**config.mk**
```make
export PLATFORM = sky130hd
export DESIGN_NAME = lap_stopwatch
export DESIGN_NICKNAME = d
export VERILOG_FILES = /design/src/rtl/lap_stopwatch.sv
export SDC_FILE = /design/constraint.sdc
export NUM_CORES = 1
export LEC_CHECK = 0
export BUFFER_PORTS_ARGS = -buffer_cell sky130_fd_sc_hd__buf_2
export CAP_MARGIN = 10
export CORE_MARGIN = 5
export CORE_UTILIZATION = 40
export CTS_BUF_LIST = sky130_fd_sc_hd__clkbuf_8
export DETAILED_ROUTE_END_ITERATION = 6
export PLACE_DENSITY_LB_ADDON = 0.12
export SLEW_MARGIN = 10
export SYNTH_ARGS = -nofsm -noshare
export SYNTH_HDL_FRONTEND = slang
export SYNTH_SLANG_ARGS = --single-unit
```
**constraint.sdc**
```tcl
create_clock -name clk -period 7.7 [get_ports clk]
set_clock_uncertainty 0.05 [all_clocks]
set_input_delay 0.385 -clock clk [delete_from_list [all_inputs] [get_ports clk]]
set_output_delay 0.385 -clock clk [all_outputs]
set_load 0.02 [all_outputs]
```
**src/rtl/lap_stopwatch.sv**
```systemverilog
// Up/down minutes:seconds stopwatch with on-chip prescaler
// and a first-word fall-through lap-capture FIFO.
module lap_stopwatch #(
    parameter int TICK_DIV  = 100,
    parameter int MIN_W     = 8,
    parameter int LAP_DEPTH = 4
) (
    input  logic             clk,
    input  logic             rst,
    input  logic             start,
    input  logic             stop,
    input  logic             clear,
    input  logic             mode,
    input  logic             load,
    input  logic [MIN_W-1:0] load_min,
    input  logic [5:0]       load_sec,
    input  logic             lap,
    input  logic             lap_rd,
    output logic [MIN_W-1:0] minutes,
    output logic [5:0]       seconds,
    output logic [1:0]       status,
    output logic             expired,
    output logic [MIN_W-1:0] lap_min,
    output logic [5:0]       lap_sec,
    output logic             lap_valid,
    output logic             lap_full,
    output logic             lap_ovf
);

    localparam int PW = (TICK_DIV > 1) ? $clog2(TICK_DIV) : 1;
    localparam int AW = $clog2(LAP_DEPTH);
    localparam int CW = AW + 1;
    localparam logic [PW-1:0] PMAX = PW'(TICK_DIV - 1);
    localparam logic [CW-1:0] CFULL = CW'(LAP_DEPTH);

    typedef enum logic [1:0] {
        ST_IDLE  = 2'b00,
        ST_RUN   = 2'b01,
        ST_PAUSE = 2'b10,
        ST_DONE  = 2'b11
    } state_e;

    state_e           state_q, state_d;
    logic             mode_q, mode_d;
    logic [PW-1:0]    presc_q, presc_d;
    logic [MIN_W-1:0] min_q, min_d;
    logic [5:0]       sec_q, sec_d;
    logic             exp_q, exp_d;

    logic [AW-1:0]    wp_q, wp_d;
    logic [AW-1:0]    rp_q, rp_d;
    logic [CW-1:0]    cnt_q, cnt_d;
    logic             ovf_q, ovf_d;
    logic [MIN_W-1:0] mem_min_q [LAP_DEPTH];
    logic [5:0]       mem_sec_q [LAP_DEPTH];

    logic tick;
    logic ld_ok;
    logic lap_ok;
    logic full;
    logic push;
    logic pop;

    always_comb begin
        state_d = state_q;
        mode_d  = mode_q;
        presc_d = presc_q;
        min_d   = min_q;
        sec_d   = sec_q;
        exp_d   = 1'b0;
        tick    = (state_q == ST_RUN) && (presc_q == PMAX);
        ld_ok   = load && (state_q == ST_IDLE || state_q == ST_DONE);

        if (state_q == ST_RUN) begin
            presc_d = tick ? '0 : presc_q + 1'b1;
            if (tick && !mode_q) begin
                if (sec_q == 6'd59) begin
                    sec_d = '0;
                    min_d = min_q + 1'b1;
                end else begin
                    sec_d = sec_q + 1'b1;
                end
            end else if (tick) begin
                if (sec_q == 6'd0) begin
                    sec_d = 6'd59;
                    min_d = min_q - 1'b1;
                end else begin
                    sec_d = sec_q - 1'b1;
                end
                if (min_q == '0 && sec_q == 6'd1) begin
                    state_d = ST_DONE;
                    exp_d   = 1'b1;
                end
            end
        end

        if (clear) begin
            state_d = ST_IDLE;
            presc_d = '0;
            min_d   = '0;
            sec_d   = '0;
            exp_d   = 1'b0;
        end else if (ld_ok) begin
            state_d = ST_IDLE;
            presc_d = '0;
            min_d   = load_min;
            sec_d   = (load_sec > 6'd59) ? 6'd59 : load_sec;
        end else if (stop && state_q == ST_RUN) begin
            // the final countdown tick beats a coincident pause
            if (!exp_d) state_d = ST_PAUSE;
        end else if (start) begin
            if (state_q == ST_IDLE &&
                !(mode && min_q == '0 && sec_q == 6'd0)) begin
                state_d = ST_RUN;
                mode_d  = mode;
                presc_d = '0;
            end else if (state_q == ST_PAUSE) begin
                state_d = ST_RUN;
            end
        end
    end

    always_comb begin
        full   = (cnt_q == CFULL);
        lap_ok = lap && (state_q == ST_RUN || state_q == ST_PAUSE);
        pop    = !clear && lap_rd && (cnt_q != '0);
        push   = !clear && lap_ok && (!full || pop);
        wp_d   = wp_q;
        rp_d   = rp_q;
        cnt_d  = cnt_q;
        ovf_d  = ovf_q;
        if (clear) begin
            wp_d  = '0;
            rp_d  = '0;
            cnt_d = '0;
            ovf_d = 1'b0;
        end else begin
            if (push) wp_d = wp_q + 1'b1;
            if (pop) rp_d = rp_q + 1'b1;
            if (push && !pop) cnt_d = cnt_q + 1'b1;
            if (pop && !push) cnt_d = cnt_q - 1'b1;
            if (lap_ok && full && !pop) ovf_d = 1'b1;
        end
    end

    always_ff @(posedge clk or posedge rst) begin
        if (rst) begin
            state_q <= ST_IDLE;
            mode_q  <= 1'b0;
            presc_q <= '0;
            min_q   <= '0;
            sec_q   <= '0;
            exp_q   <= 1'b0;
            wp_q    <= '0;
            rp_q    <= '0;
            cnt_q   <= '0;
            ovf_q   <= 1'b0;
        end else begin
            state_q <= state_d;
            mode_q  <= mode_d;
            presc_q <= presc_d;
            min_q   <= min_d;
            sec_q   <= sec_d;
            exp_q   <= exp_d;
            wp_q    <= wp_d;
            rp_q    <= rp_d;
            cnt_q   <= cnt_d;
            ovf_q   <= ovf_d;
        end
    end

    // lap snapshots take the pre-tick time held in min_q/sec_q
    always_ff @(posedge clk or posedge rst) begin
        if (rst) begin
            for (int i = 0; i < LAP_DEPTH; i++) begin
                mem_min_q[i] <= '0;
                mem_sec_q[i] <= '0;
            end
        end else if (push) begin
            mem_min_q[wp_q] <= min_q;
            mem_sec_q[wp_q] <= sec_q;
        end
    end

    assign minutes   = min_q;
    assign seconds   = sec_q;
    assign status    = state_q;
    assign expired   = exp_q;
    assign lap_valid = (cnt_q != '0);
    assign lap_full  = full;
    assign lap_ovf   = ovf_q;
    assign lap_min   = lap_valid ? mem_min_q[rp_q] : '0;
    assign lap_sec   = lap_valid ? mem_sec_q[rp_q] : '0;

endmodule

```
==> results.py, run 1 <==
metrics = {
    "critical_path": {
        "critical-path-max-stage-delay_ns": 0.60,
        "path_delay_family": "simple AND/OR/NAND/NOR gates",
        "required_ns": 7.92,
        "critical-path-top-cell-by-count": "sky130_fd_sc_hd__ha_1",
        "r2r-start": "status[1]",
        "worstPathCellList": "inv_1, ha_1, nand4b_4, nor4b_2, nand2_1, ha_1, a211oi_1, o21ai_0, a2111oi_0, a211o_1, nand3_1",
        "start_kind": "flip-flop",
        "worstPathBufferInverterCount": 1,
        "setup.worst_path.end_class": "flip-flop",
        "critPathKind": "flip-flop to flip-flop",
        "critPathMaxFanout": 11,
        "arrival_ns": 4.10,
        "timing.critical_path.from": "status[1]",
        "critical_path.slowest_cell": "sky130_fd_sc_hd__nor4b_2",
    },
    "global_routing": {
        "grt_overflow_total": 0,
        "track_usage_pct": 16.8,
        "grt_max_degree": 57,
        "grt_pass1_vias": 3949,
        "antenna_found_initial": 0,
        "grt_pass1_wl_mm": 20.8,
    },
    "clocking": {
        "clock_tree_from_tritoncts": "built",
        "cts_root_buffer": "sky130_fd_sc_hd__clkbuf_8",
        "clock_path_buffers": 2,
        "cts_buffer_count": 9,
        "insertion_delay_of_the_later_clocked_pin_in_the_worst_skew_pair_ns": 0.38,
        "clkTransAtPathRegs_ns": 0.09,
        "htree_num_levels": 3,
        "clock_sink_count": 89,
        "cts.repair.resized": 0,
        "post-cts-setup-buffers": 0,
        "hold_bufs_inserted_after_cts": 0,
    },
    "final_layout": {
        "area_growth_syn_to_layout_pct": 11.2,
        "area.sequential_um2": 2230,
        "layout.cell_area.non_filler_um2": 5800,
        "finalCoreUtilization_pct": 45.6,
        "insertedDiodeCount": 0,
        "drive_above_1_share_pct": 30.9,
        "layout.filler_cells": 1240,
        "finalNetCount": 552,
        "multi_input_comb_area_um2": 2810,
    },
    "synthesis": {
        "synth_sequential_area_ratio_pct": 42.7,
        "synthFlopType": "sky130_fd_sc_hd__dfrtp_1",
        "ys_warnings": 0,
        "postSynthNetCount": 510,
        "netlist.area_leader.share_pct": 42.7,
        "syn_inst": 464,
        "commonest_cells_in_the_synthesized_netlist": "sky130_fd_sc_hd__dfrtp_1, sky130_fd_sc_hd__mux2_2, sky130_fd_sc_hd__nor2_1",
        "ys_ff_latch": 89,
        "post-synth-top-count-cell": "sky130_fd_sc_hd__dfrtp_1",
        "synthesis.area_per_instance_um2": 11.2,
        "netlist_top_cells_area": "sky130_fd_sc_hd__dfrtp_1, sky130_fd_sc_hd__mux2_2, sky130_fd_sc_hd__mux4_2",
        "synth_edf_count": 0,
        "yosysUniqueCellTypes": 59,
        "mappedNetlistArea_um2": 5220,
        "synthArstFlopShare_pct": 100,
        "synthDominantAreaCellType": "sky130_fd_sc_hd__dfrtp_1",
    },
    "route": {
        "drt-initial-drc-count": 298,
        "antenna_left": 0,
        "total_wirelength_mm": 12.5,
        "drc_errors": 0,
        "detailroute.via_count": 3758,
        "detail_route.vias_per_cell": 5.50,
        "drt-wirelength-per-cell_um": 18.3,
        "drt_first_pass_iters": 5,
    },
    "place": {
        "dpl_worst_slack_ns": 3.84,
        "routabilityCongestion": 0.821,
        "placed_cell_area_um2": 5600,
        "hpwl_mm": 8.71,
        "buffer_ports.inserted": 56,
    },
    "timing": {
        "rsz0062_at_grt": "no",
        "slew_viol_final": 0,
        "period_needed_ns": 3.88,
        "max_freq_ghz": 0.258,
        "setup_violations": 0,
        "timing.final.hold_violations": 2,
        "fin_crit_sh_pct": 50.3,
        "setup_total_negative_slack_ns": 0,
        "timing_worst_slew_pin_value_ns": 1.02,
        "fin_hold_ws_ns": -0.000907,
        "worst_setup_margin_ns": 3.82,
        "slew-limit-headroom_pct": 32.2,
    },
    "die": {
        "initial_utilization_pct": 41.0,
        "core_region_area_um2": 12700,
        "die_x_um": 124,
        "row_count": 41,
        "pin_count": 57,
        "die_area_um2": 15400,
        "die_height_um": 124,
    },
    "power": {
        "power.leakage_nw": 2.64,
        "max-vdd-ir-drop_uv": 75.9,
        "cellPowerDensity_nw_per_um2": 200,
    },
    "status": {
        "result_of_the_run": "finished with violations",
        "failing_checks": "negative hold slack",
    },
    "hold_path": {
        "worstHoldPathType": "input pin to async pin",
    },
    "job": {
        "max_cap_viol_count": 0,
    },
}
## final cells by class
cell class	count	share of cell area, %
Timing Repair Buffer	58	5.09
Inverter	12	0.798
Sequential cell	89	38.4
Multi-Input combinational cell	336	48.5
Tap cell	172	3.71
Clock buffer	10	2.37
Clock inverter	6	1.12
## metal layers
layer  global-route usage (%)  part of all wire [%]  vias up
met5                        0                     0        -
met4                     6.32                  0.99        0
met3                     4.20                   3.8       11
met2                     27.1                    49       69
met1                     21.9                    47     1888
li1                         -                     -     1790
## through the flow
step,power [mW],std cells
after floorplan,0.756,464
after global placement,0.826,667
after detailed placement,0.833,667
after CTS,1.18,683
after global routing,1.23,683
final,1.16,683
## placed cells by master (no fill, tap or decap), drive strengths merged, types with 4 or more instances in the layout
master / netlist / final
ha: 21 / 21
nand3: 12 / 12
mux4: 14 / 14
and2: 21 / 21
clkbuf: 15 / 10
xor2: 6 / 6
o21ai: 18 / 18
nand2: 28 / 28
nand2b: 5 / 5
nor2b: 6 / 6
a31oi: 7 / 7
xnor2: 5 / 5
nor2: 32 / 32
mux2: 58 / 58
o21bai: 4 / 4
mux2i: 5 / 5
o211ai: 6 / 6
clkinv: 0 / 4
buf: 12 / 58
a22o: 4 / 4
nand4b: 6 / 6
nor3b: 7 / 7
dfrtp: 89 / 89
inv: 12 / 12
nand4: 4 / 4
nor3: 5 / 5
a211oi: 11 / 11
a21oi: 9 / 9
## worst register-to-register path, stage by stage, from the launching register on
cell	delay, ns
sky130_fd_sc_hd__dfrtp_1	0.43
sky130_fd_sc_hd__inv_1	0.12
sky130_fd_sc_hd__ha_1	0.39
sky130_fd_sc_hd__nand4b_4	0.14
sky130_fd_sc_hd__nor4b_2	0.60
sky130_fd_sc_hd__nand2_1	0.43
sky130_fd_sc_hd__ha_1	0.42
sky130_fd_sc_hd__a211oi_1	0.39
sky130_fd_sc_hd__o21ai_0	0.18
sky130_fd_sc_hd__a2111oi_0	0.42
sky130_fd_sc_hd__a211o_1	0.15
sky130_fd_sc_hd__nand3_1	0.06
## report_power, final
group          total (mW)  leakage, nW  internal, mW  switching (mW)
Sequential          0.562         1.22         0.506          0.0558
Clock               0.339        0.103         0.159           0.179
Combinational       0.261         1.32         0.125           0.137
Total                1.16         2.64         0.790           0.372
## final timing paths
check                                 to  slack, ns  cells past startpoint
max                           minutes[7]       3.82                     11
min                        mem_min_q[19]    -0.0009                      2
max reg2reg                   minutes[7]       3.82                     11
min reg2reg                      lap_ovf       0.45                      2
max in group asynchronous     minutes[2]       6.46                      3
min in group clk              seconds[5]       0.21                      2
## logic make-up after synthesis
family / Yosys count / share of synthesized area (%)
xor gates and xnor gates: 11 / 1.85
muxes: 77 / 19.5
adders and majority gates: 23 / 5.80
DFF: 89 / 42.7
AOI/OAI and AO/OA: 86 / 12.1
and+or+nand+nor: 139 / 14.7
buffers and inverters: 39 / 3.41
## flip-flops by register name (all words and copies together), names as in the netlist, 2 cells and up
| signal | cells |
|---|---|
| seconds | 6 |
| minutes | 8 |
| mem_sec_q | 24 |
| status | 2 |
| cnt_q | 3 |
| wp_q | 2 |
| mem_min_q | 32 |
| rp_q | 2 |
| presc_q | 7 |
Note: power is estimated with default switching activity, not from simulation.
==> run 2, diff against run 1 <==
==> constraint.sdc (replaced) <==
create_clock -name clk -period 3.6 [get_ports clk]
set_clock_uncertainty 0.05 [all_clocks]
set_input_delay 0.18 -clock clk [delete_from_list [all_inputs] [get_ports clk]]
set_output_delay 0.18 -clock clk [all_outputs]
set_load 0.02 [all_outputs]
==> results.py, run 2 (same netlist as run 1, synthesis figures left out) <==
metrics = {
    "status": {
        "result_of_the_run": "complete, no violations",
    },
    "route": {
        "wl_met3_um": 455,
        "total_wirelength_mm": 12.3,
        "drt-wirelength-per-cell_um": 17.7,
        "detailroute.via_count": 3826,
        "drt-initial-drc-count": 271,
        "detail_route.vias_per_cell": 5.48,
        "drt_first_pass_iters": 4,
        "detail_route.wirelength.met1_mm": 5.75,
        "highest-signal-layer": "met4",
        "antenna_left": 0,
        "drc_errors": 0,
        "routed-wl-met2_mm": 5.87,
    },
    "final_layout": {
        "finalNetCount": 567,
        "number_of_flip_flops_in_the_largest_register": 32,
        "area_growth_syn_to_layout_pct": 14.1,
        "final-instance-count-excl-fill": 698,
        "multi_input_comb_area_um2": 2820,
        "insertedDiodeCount": 0,
        "regMostFlops": "mem_min_q",
        "area.sequential_um2": 2230,
        "finalCoreUtilization_pct": 46.8,
        "layout.filler_cells": 1255,
        "drive_above_1_share_pct": 32.1,
        "layout.cells.most_common": "sky130_fd_sc_hd__dfrtp_1",
        "layout_common_cells": "sky130_fd_sc_hd__dfrtp_1, sky130_fd_sc_hd__mux2_2, sky130_fd_sc_hd__buf_2",
        "layout.cell_area.non_filler_um2": 5950,
    },
    "timing": {
        "setup_total_negative_slack_ns": 0,
        "fin_hold_ws_ns": 0.0403,
        "slew_viol_final": 0,
        "rsz0062_at_grt": "no",
        "fin_crit_sh_pct": 86.0,
        "timing.final.hold_violations": 0,
        "period_needed_ns": 3.10,
        "slew-limit-headroom_pct": 47.4,
        "worst_setup_margin_ns": 0.505,
        "timing_worst_slew_pin_value_ns": 0.790,
        "setup_violations": 0,
        "max_freq_ghz": 0.323,
    },
    "global_routing": {
        "antenna_found_initial": 0,
        "track_usage_pct": 16.7,
        "grt_pass1_wl_mm": 21.2,
        "grt_pass1_vias": 3987,
        "grt_max_degree": 39,
        "grt_overflow_total": 0,
    },
    "clocking": {
        "cts_root_buffer": "sky130_fd_sc_hd__clkbuf_8",
        "clock_sink_count": 89,
        "clock_path_buffers": 2,
        "htree_num_levels": 3,
        "clock_tree_from_tritoncts": "built",
        "clkTransAtPathRegs_ns": 0.09,
        "cts_buffer_count": 9,
        "insertion_delay_of_the_later_clocked_pin_in_the_worst_skew_pair_ns": 0.37,
    },
    "critical_path": {
        "critPathMaxFanout": 9,
        "required_ns": 3.80,
        "critPathKind": "flip-flop to flip-flop",
        "start_kind": "flip-flop",
        "arrival_ns": 3.30,
        "critical-path-top-cell-by-count": "sky130_fd_sc_hd__ha_1",
        "setup.worst_path.end_class": "flip-flop",
        "critical_path.slowest_cell": "sky130_fd_sc_hd__a2111oi_0",
        "worstPathCellList": "inv_1, ha_1, nand4b_4, nor4b_2, nand2_2, ha_1, a211oi_1, o21ai_0, a2111oi_0, a211o_1, nand3_1",
        "critical-path-max-stage-delay_ns": 0.43,
    },
    "die": {
        "die_height_um": 124,
        "row_count": 41,
        "initial_utilization_pct": 41.0,
        "core_region_area_um2": 12700,
        "die_x_um": 124,
        "die_area_um2": 15400,
        "pin_count": 57,
    },
    "place": {
        "hpwl_mm": 8.69,
        "buffer_ports.inserted": 56,
        "dpl_worst_slack_ns": 0.389,
        "placed_cell_area_um2": 5680,
        "routabilityCongestion": 0.838,
        "dp_cells": 678,
    },
    "power": {
        "cellPowerDensity_nw_per_um2": 431,
        "total_power_consumption_mw": 2.57,
        "max-vdd-ir-drop_uv": 144,
        "power.leakage_nw": 2.73,
    },
    "job": {
        "max_cap_viol_count": 0,
    },
    "hold_path": {
        "worstHoldPathType": "input pin to flip-flop",
    },
}
## run 2: repair_timing
action / CTS / global route
buffers inserted: 0 / 0
hold buffers: 4 / 0
endpoints found under the setup margin: 0 / 1
gates resized for setup: 0 / 1
endpoints found under the hold margin: 39 / 0
## run 2: path summary, 6_finish.rpt
kind / slack, ns / end / start / depth (start not counted)
min in group asynchronous: 0.40 / mem_min_q[19] / rst / 3
worst max-delay path: 0.50 / minutes[7] / status[1] / 11
worst min-delay path: 0.04 / mode_q / mode / 2
worst max register to register: 0.50 / minutes[7] / status[1] / 11
max in group asynchronous: 2.25 / seconds[0] / rst / 4
worst min register to register: 0.44 / lap_ovf / lap_ovf / 2
## run 2: area by class of cell
type                            instances  share of cell area, %
Timing Repair Buffer                   73                   7.02
Inverter                               12                  0.778
Tap cell                              172                   3.62
Sequential cell                        89                   37.4
Clock buffer                           11                   2.54
Multi-Input combinational cell        336                   47.3
Clock inverter                          5                   1.30
## run 2: critical path: cells and delay by family, from the launching register on
family                   cells  cell delay (ns)
adder cells (fa/ha/maj)      2             0.56
AO/OA/AOI/OAI                4             1.12
buffers and inverters        1             0.11
flip-flops                   1             0.42
AND/OR/NAND/NOR              4             0.74
## run 2: where the power goes
group	switching (mW)	internal (mW)	total, mW
registers	0.0968	1.08	1.18
clock network	0.362	0.428	0.790
logic	0.317	0.280	0.597
## run 2: metal layers
layer / vias to the layer above / GRT usage (%)
met5: - / 0
met4: 0 / 6.32
met3: 17 / 3.26
met2: 71 / 27.0
met1: 1924 / 22.3
li1: 1814 / -
